File: config.mk
export PLATFORM = sky130hd
export DESIGN_NAME = image_pipe_rst_seq
export DESIGN_NICKNAME = d
export VERILOG_FILES = /design/src/rtl/image_pipe_rst_pkg.sv /design/src/rtl/image_pipe_rst_seq.sv
export SDC_FILE = /design/constraint.sdc
export NUM_CORES = 1
export LEC_CHECK = 0
export BUFFER_PORTS_ARGS = -buffer_cell sky130_fd_sc_hd__buf_2
export CAP_MARGIN = 20
export CORE_ASPECT_RATIO = 0.9
export CORE_MARGIN = 2
export CORE_UTILIZATION = 30
export CTS_CLUSTER_DIAMETER = 30
export CTS_CLUSTER_SIZE = 16
export DETAILED_ROUTE_END_ITERATION = 6
export PLACE_DENSITY = 0.58
export SETUP_SLACK_MARGIN = 0.15
export SLEW_MARGIN = 20
export SYNTH_ARGS = -nofsm -noshare
export SYNTH_HDL_FRONTEND = slang
export SYNTH_SLANG_ARGS = --single-unit
export TNS_END_PERCENT = 100
File: constraint.sdc
create_clock -name clk -period 1.9 [get_ports clk]
set_input_delay 0.57 -clock clk [delete_from_list [all_inputs] [get_ports clk]]
set_output_delay 0.57 -clock clk [all_outputs]
set_load 0.01 [all_outputs]
File: src/rtl/image_pipe_rst_pkg.sv
// Shared types and default sizing for the image pipe reset sequencer.
package image_pipe_rst_pkg;

    typedef enum logic [1:0] {
        ASSERT  = 2'd0,
        RELEASE = 2'd1,
        RUN     = 2'd2
    } rst_state_e;

    localparam int unsigned N_STAGES_DEF    = 4;
    localparam int unsigned HOLD_CYCLES_DEF = 16;
    localparam int unsigned STAGE_GAP_DEF   = 2;

endpackage

File: src/rtl/image_pipe_rst_seq.sv
// Sequenced reset generator: holds reg/CPU and pipe resets, then releases the
// pipe stages sink-first at a fixed spacing; supports a pipe-only soft reset.
module image_pipe_rst_seq
    import image_pipe_rst_pkg::*;
#(
    parameter int unsigned N_STAGES    = N_STAGES_DEF,
    parameter int unsigned HOLD_CYCLES = HOLD_CYCLES_DEF,
    parameter int unsigned STAGE_GAP   = STAGE_GAP_DEF
) (
    input  logic                clk,
    input  logic                s_rst,
    input  logic                reg_cpu_rst_req,
    input  logic                sw_rst_req,
    output logic                reg_cpu_rst,
    output logic [N_STAGES-1:0] pipe_rst,
    output logic                rst_busy,
    output logic                rst_done
);

    localparam int unsigned CNT_MAX = (HOLD_CYCLES > STAGE_GAP) ? HOLD_CYCLES : STAGE_GAP;
    localparam int unsigned CNT_W   = $clog2(CNT_MAX + 1);
    localparam int unsigned STG_W   = $clog2(N_STAGES + 1);

    rst_state_e          state_q, state_d;
    logic [CNT_W-1:0]    cnt_q, cnt_d;
    logic [STG_W-1:0]    stage_q, stage_d;
    logic                reg_cpu_rst_q, reg_cpu_rst_d;
    logic [N_STAGES-1:0] pipe_rst_q, pipe_rst_d;
    logic                rst_busy_q, rst_busy_d;
    logic                rst_done_q, rst_done_d;

    logic hold_end;
    logic gap_end;
    logic last_stage;

    assign hold_end   = (cnt_q == CNT_W'(HOLD_CYCLES - 1));
    assign gap_end    = (cnt_q == CNT_W'(STAGE_GAP - 1));
    // stage_q counts pipe bits still asserted once RELEASE has begun
    assign last_stage = (stage_q == STG_W'(1));

    // State and output registers
    always_ff @(posedge clk) begin
        if (s_rst) begin
            state_q       <= ASSERT;
            cnt_q         <= '0;
            stage_q       <= STG_W'(N_STAGES - 1);
            reg_cpu_rst_q <= 1'b1;
            pipe_rst_q    <= '1;
            rst_busy_q    <= 1'b1;
            rst_done_q    <= 1'b0;
        end else begin
            state_q       <= state_d;
            cnt_q         <= cnt_d;
            stage_q       <= stage_d;
            reg_cpu_rst_q <= reg_cpu_rst_d;
            pipe_rst_q    <= pipe_rst_d;
            rst_busy_q    <= rst_busy_d;
            rst_done_q    <= rst_done_d;
        end
    end

    // Next state, hold/gap counter and remaining-stage index
    always_comb begin
        state_d = state_q;
        cnt_d   = cnt_q;
        stage_d = stage_q;
        if (reg_cpu_rst_req || sw_rst_req) begin
            state_d = ASSERT;
            cnt_d   = '0;
            stage_d = STG_W'(N_STAGES - 1);
        end else begin
            case (state_q)
                ASSERT: begin
                    if (hold_end) begin
                        cnt_d   = '0;
                        stage_d = STG_W'(N_STAGES - 1);
                        state_d = (N_STAGES == 1) ? RUN : RELEASE;
                    end else begin
                        cnt_d = cnt_q + CNT_W'(1);
                    end
                end
                RELEASE: begin
                    if (gap_end) begin
                        cnt_d   = '0;
                        stage_d = stage_q - STG_W'(1);
                        if (last_stage) state_d = RUN;
                    end else begin
                        cnt_d = cnt_q + CNT_W'(1);
                    end
                end
                default: ;
            endcase
        end
    end

    // Registered outputs; sw_rst_req leaves reg_cpu_rst untouched
    always_comb begin
        reg_cpu_rst_d = reg_cpu_rst_q;
        pipe_rst_d    = pipe_rst_q;
        rst_busy_d    = rst_busy_q;
        rst_done_d    = 1'b0;
        if (reg_cpu_rst_req) begin
            reg_cpu_rst_d = 1'b1;
            pipe_rst_d    = '1;
            rst_busy_d    = 1'b1;
        end else if (sw_rst_req) begin
            pipe_rst_d = '1;
            rst_busy_d = 1'b1;
        end else begin
            case (state_q)
                ASSERT: begin
                    if (hold_end) begin
                        reg_cpu_rst_d            = 1'b0;
                        pipe_rst_d[N_STAGES-1]   = 1'b0;
                        if (N_STAGES == 1) begin
                            rst_busy_d = 1'b0;
                            rst_done_d = 1'b1;
                        end
                    end
                end
                RELEASE: begin
                    // asserted bits are always a contiguous low-order run
                    if (gap_end) begin
                        pipe_rst_d = pipe_rst_q >> 1;
                        if (last_stage) begin
                            rst_busy_d = 1'b0;
                            rst_done_d = 1'b1;
                        end
                    end
                end
                default: ;
            endcase
        end
    end

    assign reg_cpu_rst = reg_cpu_rst_q;
    assign pipe_rst    = pipe_rst_q;
    assign rst_busy    = rst_busy_q;
    assign rst_done    = rst_done_q;

endmodule
# Word-level counts from Yosys, hierarchy flattened
# Index checks and enable logic that the tools add are counted.
dict set report word_totals {
  regBits 17
  inputBits 4
  output_inout_bits 7
  wordCells 46
}
dict set report op_classes {
  add_sub_neg 2
  eq_ne 7
  n_mux 14
  n_bitwise 3
  reduce_logical 12
}
# op n
set ops {}
lappend ops {{5-bit 2-to-1 mux} 2}
lappend ops {{5-bit one-hot mux with 2 select lines} 1}
lappend ops {{3-bit AND reduction} 3}
lappend ops {{2-bit 2-to-1 mux} 3}
lappend ops {{3-bit 2-to-1 mux} 2}
lappend ops {{2-bit inequality test, second input constant} 3}
lappend ops {{3-bit one-hot mux with 2 select lines} 1}
lappend ops {{5-bit by 1-bit adder with 5-bit output, second input constant} 1}
lappend ops {{5-bit by 1-bit equality test with 1-bit output, second input constant} 1}
lappend ops {{5-bit by 4-bit equality test with 1-bit output, second input constant} 1}
lappend ops {{5-bit OR reduction} 1}
lappend ops {{4-bit 2-to-1 mux} 1}
lappend ops {{2-bit one-hot mux with 2 select lines} 1}
lappend ops {{4-bit AND reduction} 1}
lappend ops {{2-bit OR reduction} 2}
lappend ops {{3-bit by 1-bit equality test with 1-bit output, second input constant} 1}
lappend ops {{1-bit inverter} 3}
lappend ops {{3-bit OR reduction} 1}
lappend ops {{3-bit by 1-bit subtractor with 3-bit output, second input constant} 1}
lappend ops {{2-bit by 1-bit equality test with 1-bit output, second input constant} 1}
lappend ops {{2-bit zero test} 1}
lappend ops {{1-bit 2-to-1 mux} 2}
lappend ops {{1-bit one-hot mux with 2 select lines} 1}
lappend ops {{2-bit AND reduction} 1}
lappend ops {{2 further kinds} 2}

# Logic depth before layout (Yosys ltp)
# Gate-level depths: netlist of the first run.
dict set report depth {
  ltp_word 4
  depth_mapped 7
  ltp_nobuf 7
}

# Worst setup path before layout of the first run
# Ideal clock, no wire load.
dict set report synth_path {
  path_type {input to register}
  start {in reg_cpu_rst_req}
  end {reg cnt_q[0]}
  setup_time_ps 69
  t_arrival_ps 1473
  t_required_ps 1831
  setup_slack_ps 358
  cell_stages 4
  path_buffers 1
  path_cell_list {or3_1 clkbuf_1 or3_1 o21ai_1}
}
dict set report synth_between {
  elab_chain_len 2
}
# element line
set synth_rtl {}
lappend synth_rtl {{start: declaration} image_pipe_rst_seq.sv:12} ;# input logic reg_cpu_rst_req,
lappend synth_rtl {{1-bit logical OR} image_pipe_rst_seq.sv:67} ;# if (reg_cpu_rst_req || sw_rst_req) begin
lappend synth_rtl {{2-bit OR reduction (no source line)} -}
lappend synth_rtl {{end signal: assignment} image_pipe_rst_seq.sv:53} ;# cnt_q <= cnt_d;
lappend synth_rtl {{end: declaration} image_pipe_rst_seq.sv:25} ;# logic [CNT_W-1:0] cnt_q, cnt_d;
# Every way passes these cells.
# A chain may end at the register's enable or synchronous reset.

# Worst setup path after layout of the first run
dict set report layout_path {
  start {reg cnt_q[1]}
  end {reg stage_q[2]}
}
dict set report layout_between {
  elab_chain_len 3
  elab_cells_between_ends 5
  cone_classes {eq/ne (4); reduce/logical (1)}
}
# element line
set layout_rtl {}
lappend layout_rtl {{5-bit by 1-bit equality test with 1-bit output or 5-bit by 4-bit equality test with 1-bit output (tied branches)} {image_pipe_rst_seq.sv:37, image_pipe_rst_seq.sv:36}}
lappend layout_rtl {{2-bit inequality test (no source line)} -}
lappend layout_rtl {{3-bit AND reduction (no source line) *} -}
lappend layout_rtl {{end signal: assignment} image_pipe_rst_seq.sv:46} ;# stage_q <= STG_W'(N_STAGES - 1);
lappend layout_rtl {{end signal: assignment} image_pipe_rst_seq.sv:54} ;# stage_q <= stage_d;
lappend layout_rtl {{end: declaration} image_pipe_rst_seq.sv:26} ;# logic [STG_W-1:0] stage_q, stage_d;
# Every way passes the cells marked *; elsewhere a longest branch is shown, timed or not.

==> impl_results.md, run 1 <==
- Core area: 2450 um^2
- Outcome: finished clean
- Antenna cells: 0
- Clock root cell: clkbuf_4
- Slack of the critical path: 0.269 ns
- Post-route insts no fill: 124
- Largest net degree at the start of global routing: 13
- Die area: 3010 um^2
- Yosys top cell area share: 0.439
- # placed instances: 118
- Max clock buf depth: 2
- Cells along the critical path: ha_1, nand3_2, nand3b_1, and2_4, a311o_1
- Routed WL per cell: 11.6 um
- Crit Path Max Fanout: 5
- Max Cap Viol: 0
- Switching fraction of total power: 0.209
- VDD IR max: 0.503 mV
- Post-layout util: 0.366
- Initial antenna violation count: 0
- Rel. slew slack: 0.768
- Reg power frac: 0.638
- Total track usage: 0.115
- Drt total wl: 1440 um
- Pre-CTS WS: 0.220 ns
- Clock network power share: 0.337
- Critical Path RT: 2.08 ns
- Max Clock Skew: 0.00133 ns
- Top-level I/O count: 11
- Sequential share of the synthesized area: 0.439
- Ys flop type: dfxtp_1
- Top cells by area, synth: dfxtp_1, ha_1, mux2i_1
- Routability cong.: 0.715
- Setup_tns: 0 ns
- HP Class: register to register
- Vias in the first global route: 566
- Number of buffers added on ports: 10
- Area leader, netlist: dfxtp_1
- Share of cells above drive strength 1: 0.208
- DR iter-0 viols: 4
- Layout overhead on the synthesized area: 15.5%
- Post-DP HPWL: 1090 um
- Slew at the pin closest to its max-slew limit: 0.345 ns
- Leak: 0.377 nW
- Final Total Pwr: 0.562 mW
- Count of final max-slew check failures: 0
- Tcrit/Tclk final: 0.858
- CTS H-Tree Depth: 1
- Post-DR vias/cell: 4.80
- Power per Cell Area: 628 nW/um^2
- DRT antenna net count: 0
- Psw: 0.117 mW
- Max Fclk: 0.613 GHz
- Fillers: 262
- Initial Utilization: 0.317
- Post-Syn Instances: 82
- Hold Buf Count CTS: 0
- Setup crit start kind: register
- Std-Cell Rows: 17
- Pint: 0.445 mW
- First-pass GRT wire length: 2590 um
- Post-synth EDFFs: 0
- Final Setup Violations: 0
- Clk sinks: 17
- TritonCTS clock tree: built
- Drc violations: 0
- Synth unique cells: 33
- NumNets Final: 106
- Chip Height: 52.2 um
- Slowest cell delay on critical path: 0.39 ns
- Type of the worst setup path: register to register
- First-pass detailed-route iteration total: 3
- Clock Latency Late Sink: 0.29 ns
- Worst EP arrival: 1.81 ns
- Ys async rst share: 0
- CTS buffer count: 3
- Combinational power share: 0.025
- GRT overflow: 0
- Final Critical Period: 1.63 ns
- Synthesis-stage register bit count: 17
- Ys Warns: 0
- Final number of hold-violating endpoints: 0
- Clk pin slew, worst setup/hold paths: 0.09 ns
- Unrepaired setup endpoints after global routing: false
- CP Capture Type: register
- Via count: 595
- Synthesized area: 776 um^2
- Syn nets: 91
- Crit-path slowest cell: dfxtp_1
- Mean Syn Cell Area: 9.46 um^2
- Die Span X: 57.6 um
## cells in the mapped netlist (3+ instances only)
library cell,number
and3_1,4
dfxtp_1,17
nand2_1,6
mux2i_1,4
clkbuf_1,3
nor2_1,5
ha_1,5
inv_1,5
## cells by family after synthesis
family          synth area share
flops                      0.439
buf+inv                   0.0532
fa+ha+maj                 0.0806
compound gates             0.116
xor+xnor                  0.0226
mux                       0.0516
simple gates               0.237
## worst max-delay path: cells and delay by family, from the launching register on
kind                     cells  cell delay (ns)
flip-flops                   1             0.39
AND/OR/NAND/NOR              3             0.59
adder cells (fa/ha/maj)      1             0.21
AO/OA/AOI/OAI                1             0.34
## through the flow
step	hold WS, ns	cell area [um^2]
after floorplan	0.484	776
after global placement	0.444	853
after detailed placement	0.439	853
after CTS	0.464	880
after global routing	0.459	896
final	0.463	896
## sequential cells by signal (all words and copies together), names as in the netlist
signal,count
stage_q,3
cnt_q,5
state_q,2
rst_done,1
pipe_rst,4
reg_cpu_rst,1
rst_busy,1
## area by class of cell
| cell class | instances | area (um^2) | share of cell area |
|---|---|---|---|
| clock buffers | 4 | 26.3 | 0.0293 |
| well taps | 28 | 35.0 | 0.0391 |
| flip-flops and latches | 17 | 342 | 0.381 |
| repair buffers | 14 | 80.1 | 0.0894 |
| inverters | 5 | 18.8 | 0.0209 |
| multi-input cells | 56 | 394 | 0.440 |
## path summary, 6_finish.rpt
kind                  from    endpoint  slack (ns)  cells after the start
hold / removal    rst_busy    rst_busy        0.46                      1
setup reg to reg  cnt_q[1]  stage_q[2]        0.27                      5
hold reg to reg   rst_busy    rst_busy        0.46                      1
setup / recovery  cnt_q[1]  stage_q[2]        0.27                      5
## layout by cell type, fill, tap and decap left out
master and instances:
and2_4 1, o21ai_0 2, a311o_1 1, clkbuf_4 3
nor2_1 5, inv_1 5, and3_1 4, nand3_1 2
or3b_1 1, nor3_1 1, nor4_1 1, dfxtp_2 1
o41ai_1 1, nand4_1 1, dfxtp_1 16, clkbuf_1 1
nor3b_1 2, buf_2 10, a21o_1 2, a31oi_1 1
mux2i_1 4, nand3b_1 1, nand2b_1 1, ha_1 5
nor2b_1 2, nand4b_1 1, nand3_2 1, a211oi_1 2
xnor2_1 2, buf_4 4, o31ai_1 1, o21a_1 1
a21oi_1 1, or3_1 2, o21ai_1 1, nand2_1 6
## layer usage
| metal | share of wire | wire, um | vias up | global-route usage |
|---|---|---|---|---|
| li1 | - | - | 317 | - |
| met1 | 0.53 | 760 | 266 | 0.156 |
| met2 | 0.41 | 593 | 10 | 0.163 |
| met3 | 0.052 | 75 | 2 | 0.0519 |
| met4 | 0.0063 | 9 | 0 | 0.0349 |
| met5 | 0 | 0 | - | 0 |
## power groups by stage
| stage | registers (mW) | clock network, mW | logic [mW] |
|---|---|---|---|
| 2_1_floorplan | 0.366 | 0 | 0.00720 |
| 3_3_place_gp | 0.367 | 0 | 0.0137 |
| 3_5_place_dp | 0.367 | 0 | 0.0140 |
| 4_1_cts | 0.359 | 0.201 | 0.0140 |
| 5_1_grt | 0.359 | 0.224 | 0.0156 |
| 6_report | 0.359 | 0.190 | 0.0138 |
## repair_timing
item,CTS,global route
buffers inserted,0,2
resized for setup,0,1
endpoints found under the setup margin,0,1
No activity file was read; power rests on OpenSTA's default activity.
==> run 2: changes to the inputs <==
--- a/config.mk
+++ b/config.mk
@@ -9,11 +9,11 @@
 export CAP_MARGIN = 20
 export CORE_ASPECT_RATIO = 0.9
 export CORE_MARGIN = 2
-export CORE_UTILIZATION = 30
+export CORE_UTILIZATION = 50
 export CTS_CLUSTER_DIAMETER = 30
 export CTS_CLUSTER_SIZE = 16
 export DETAILED_ROUTE_END_ITERATION = 6
-export PLACE_DENSITY = 0.58
+export PLACE_DENSITY = 0.82
 export SETUP_SLACK_MARGIN = 0.15
 export SLEW_MARGIN = 20
 export SYNTH_ARGS = -nofsm -noshare
==> run 2 against run 1 <==
Register-to-register slack better by 0.02 ns; cell count down 10%; highest routed layer is now met3; fmax up 1.2%; non-clock buffer count unchanged; first-iteration DRC count rose to 2.8 times the previous value; critical path type unchanged; worst setup slack better by 0.019 ns; sequential power about the same; sequential cell count unchanged; via count up 8.9%; global-route usage up 7.0 points; power up 0.27%; die area down 37%.
==> impl_results.md, run 2 (synthesis gave the netlist of run 1 again) <==
- Clk sinks: 17 (unchanged)
- Buf+Inv Stages, Crit Path: 1 (+1)
- Worst EP arrival: 1.81 ns (about the same)
- TritonCTS clock tree: built
- Core area: 1450 um^2 (-41%)
- Unrepaired setup endpoints after global routing: false
- VDD IR max: 0.526 mV (+4.6%)
- HP Class: register to register
- Share of cells above drive strength 1: 0.219 (+0.0104)
- Initial antenna violation count: 0 (unchanged)
- Die Span X: 45.5 um (-21%)
- Commonest non-fill, non-tap cells in the layout: dfxtp_1, buf_2, nand2_1
- Placement Cell Area: 845 um^2 (-1.0%)
- DR iter-0 viols: 11 (+7)
- CTS H-Tree Depth: 1 (unchanged)
- CP Capture Type: register
- Slack of the critical path: 0.289 ns (+0.0193 ns)
- Combinational power share: 0.025 (about the same)
- Pint: 0.442 mW (-0.71%)
- R2r worst-path depth: 5 (unchanged)
- Slew at the pin closest to its max-slew limit: 0.326 ns (-0.0184 ns)
- Design Area, Final: 881 um^2 (-1.7%)
- DR WL met3: 77 um (+2.7%)
- Fillers: 122 (-53%)
- DRT antenna net count: 0 (unchanged)
- Crit-path slowest cell: or3b_1
- Clock root cell: clkbuf_4
- Largest net degree at the start of global routing: 13 (unchanged)
- First-pass detailed-route iteration total: 4 (+1)
- Largest Register: cnt_q
- Antenna cells: 0 (unchanged)
- Max clock buf depth: 2 (unchanged)
- Setup_tns: 0 ns (unchanged)
- Clk pin slew, worst setup/hold paths: 0.10 ns (about the same)
- Power per Cell Area: 640 nW/um^2 (+2.0%)
- Die area: 1880 um^2 (-37%)
- Initial Utilization: 0.536 (+0.219)
- Switching fraction of total power: 0.217 (+0.00772)
- Post-DR vias/cell: 5.84 (+22%)
- Cell count of the worst hold path: 2 (+1)
- Commonest non-fill, non-tap cell in the layout: dfxtp_1
- Cells along the critical path: inv_1, ha_1, nand4_1, or3b_1, a21o_1
- Top-level I/O count: 11 (unchanged)
- Total track usage: 0.185 (+0.0702)
- Top routing layer in use: met3
- Final number of hold-violating endpoints: 0 (unchanged)
- Type of the worst setup path: register to register
- Chip Height: 41.4 um (-21%)
- Max Cap Viol: 0 (unchanged)
- NumNets Final: 106 (unchanged)
- Vias in the first global route: 566 (unchanged)
- Clock Latency Late Sink: 0.29 ns (about the same)
- Final Critical Period: 1.61 ns (-0.0193 ns)
- Pre-CTS WS: 0.199 ns (-0.0210 ns)
- Setup crit start kind: register
- Std-Cell Rows: 13 (-4)
- Number of buffers added on ports: 10 (unchanged)
- Psw: 0.122 mW (+4.0%)
- Family with the most delay on the worst path: simple AND/OR/NAND/NOR gates
- Post-layout util: 0.608 (+0.242)
- Layout overhead on the synthesized area: 13.5%
- Reg power frac: 0.636 (-0.002)
- Clock network power share: 0.338 (about the same)
- Stages on the worst setup path: 5 (unchanged)
- Routability cong.: 0.765 (+7.1%)
- Critical Path RT: 2.10 ns (+0.02 ns)
- Via count: 648 (+8.9%)
- Drt total wl: 1460 um (+1.4%)
- Count of final max-slew check failures: 0 (unchanged)
- Slowest cell delay on critical path: 0.49 ns (+0.10 ns)
- Max Fclk: 0.621 GHz (+1.2%)
- Hold Buf Count CTS: 0 (unchanged)
- Met2 wire len: 663 um (+12%)
- Outcome: finished clean
- Routed WL per cell: 13.1 um (+13%)
- Flip-flop count of the largest register after layout: 5 (unchanged)
- Max Clock Skew: 0.0124 ns (+0.0110 ns)
- CTS buffer count: 3 (unchanged)
- First-pass GRT wire length: 2390 um (-8.0%)
- Post-Route M1 WL: 719 um (-5.4%)
- Post-DP HPWL: 1100 um (+0.83%)
- Leak: 0.381 nW (+1.1%)
- Tcrit/Tclk final: 0.848 (-0.0101)
- Rel. slew slack: 0.782 (+0.0138)
- Crit Path Max Fanout: 7 (+2)
- Final Setup Violations: 0 (unchanged)
- GRT overflow: 0 (unchanged)
- Drc violations: 0 (unchanged)
[run 2: worst paths after layout]
| path | slack (ns) | endpoint | start |
|---|---|---|---|
| setup / recovery | 0.29 | rst_busy | cnt_q[1] |
| hold / removal | 0.48 | reg_cpu_rst | reg_cpu_rst |
| setup reg to reg | 0.29 | rst_busy | cnt_q[1] |
| hold reg to reg | 0.48 | reg_cpu_rst | reg_cpu_rst |
[run 2: layer usage]
layer,track usage,up-vias
met1,0.253,308
met5,0,-
met2,0.271,21
met3,0.0647,0
li1,-,319
met4,0.0662,0
[run 2: timing repair]
action | 4_1_cts | 5_1_grt
gates resized for setup | 0 | 1
setup buffers | 0 | 1
endpoints found under the setup margin | 0 | 1
[run 2: power by group through the flow]
| stage | combinational (mW) | clock (mW) | sequential [mW] |
|---|---|---|---|
| after floorplan | 0.00720 | 0 | 0.366 |
| after global placement | 0.0134 | 0 | 0.367 |
| after detailed placement | 0.0143 | 0 | 0.367 |
| after CTS | 0.0141 | 0.198 | 0.359 |
| after global routing | 0.0161 | 0.213 | 0.359 |
| final | 0.0142 | 0.191 | 0.359 |
[run 2: cell type report]
type	count	area, um^2	share of cell area
inverters	5	18.8	0.0213
multi-input cells	56	394	0.447
clock inverters	1	5.00	0.00568
clock buffers	3	22.5	0.0256
flip-flops and latches	17	342	0.388
repair buffers	14	80.1	0.0909
well taps	15	18.8	0.0213
[run 2: worst min-delay path: stages, from the launching register on]
cell	delay [ns]
dfxtp_1	0.32
o21ai_0	0.07
nand2_1	0.05
[run 2: stage by stage]
step | std cells | hold WS (ns) | power [mW]
floorplan | 82 | 0.484 | 0.374
global placement | 106 | 0.442 | 0.380
detailed placement | 106 | 0.456 | 0.381
CTS | 110 | 0.470 | 0.570
global route | 111 | 0.470 | 0.589
finish | 111 | 0.476 | 0.564
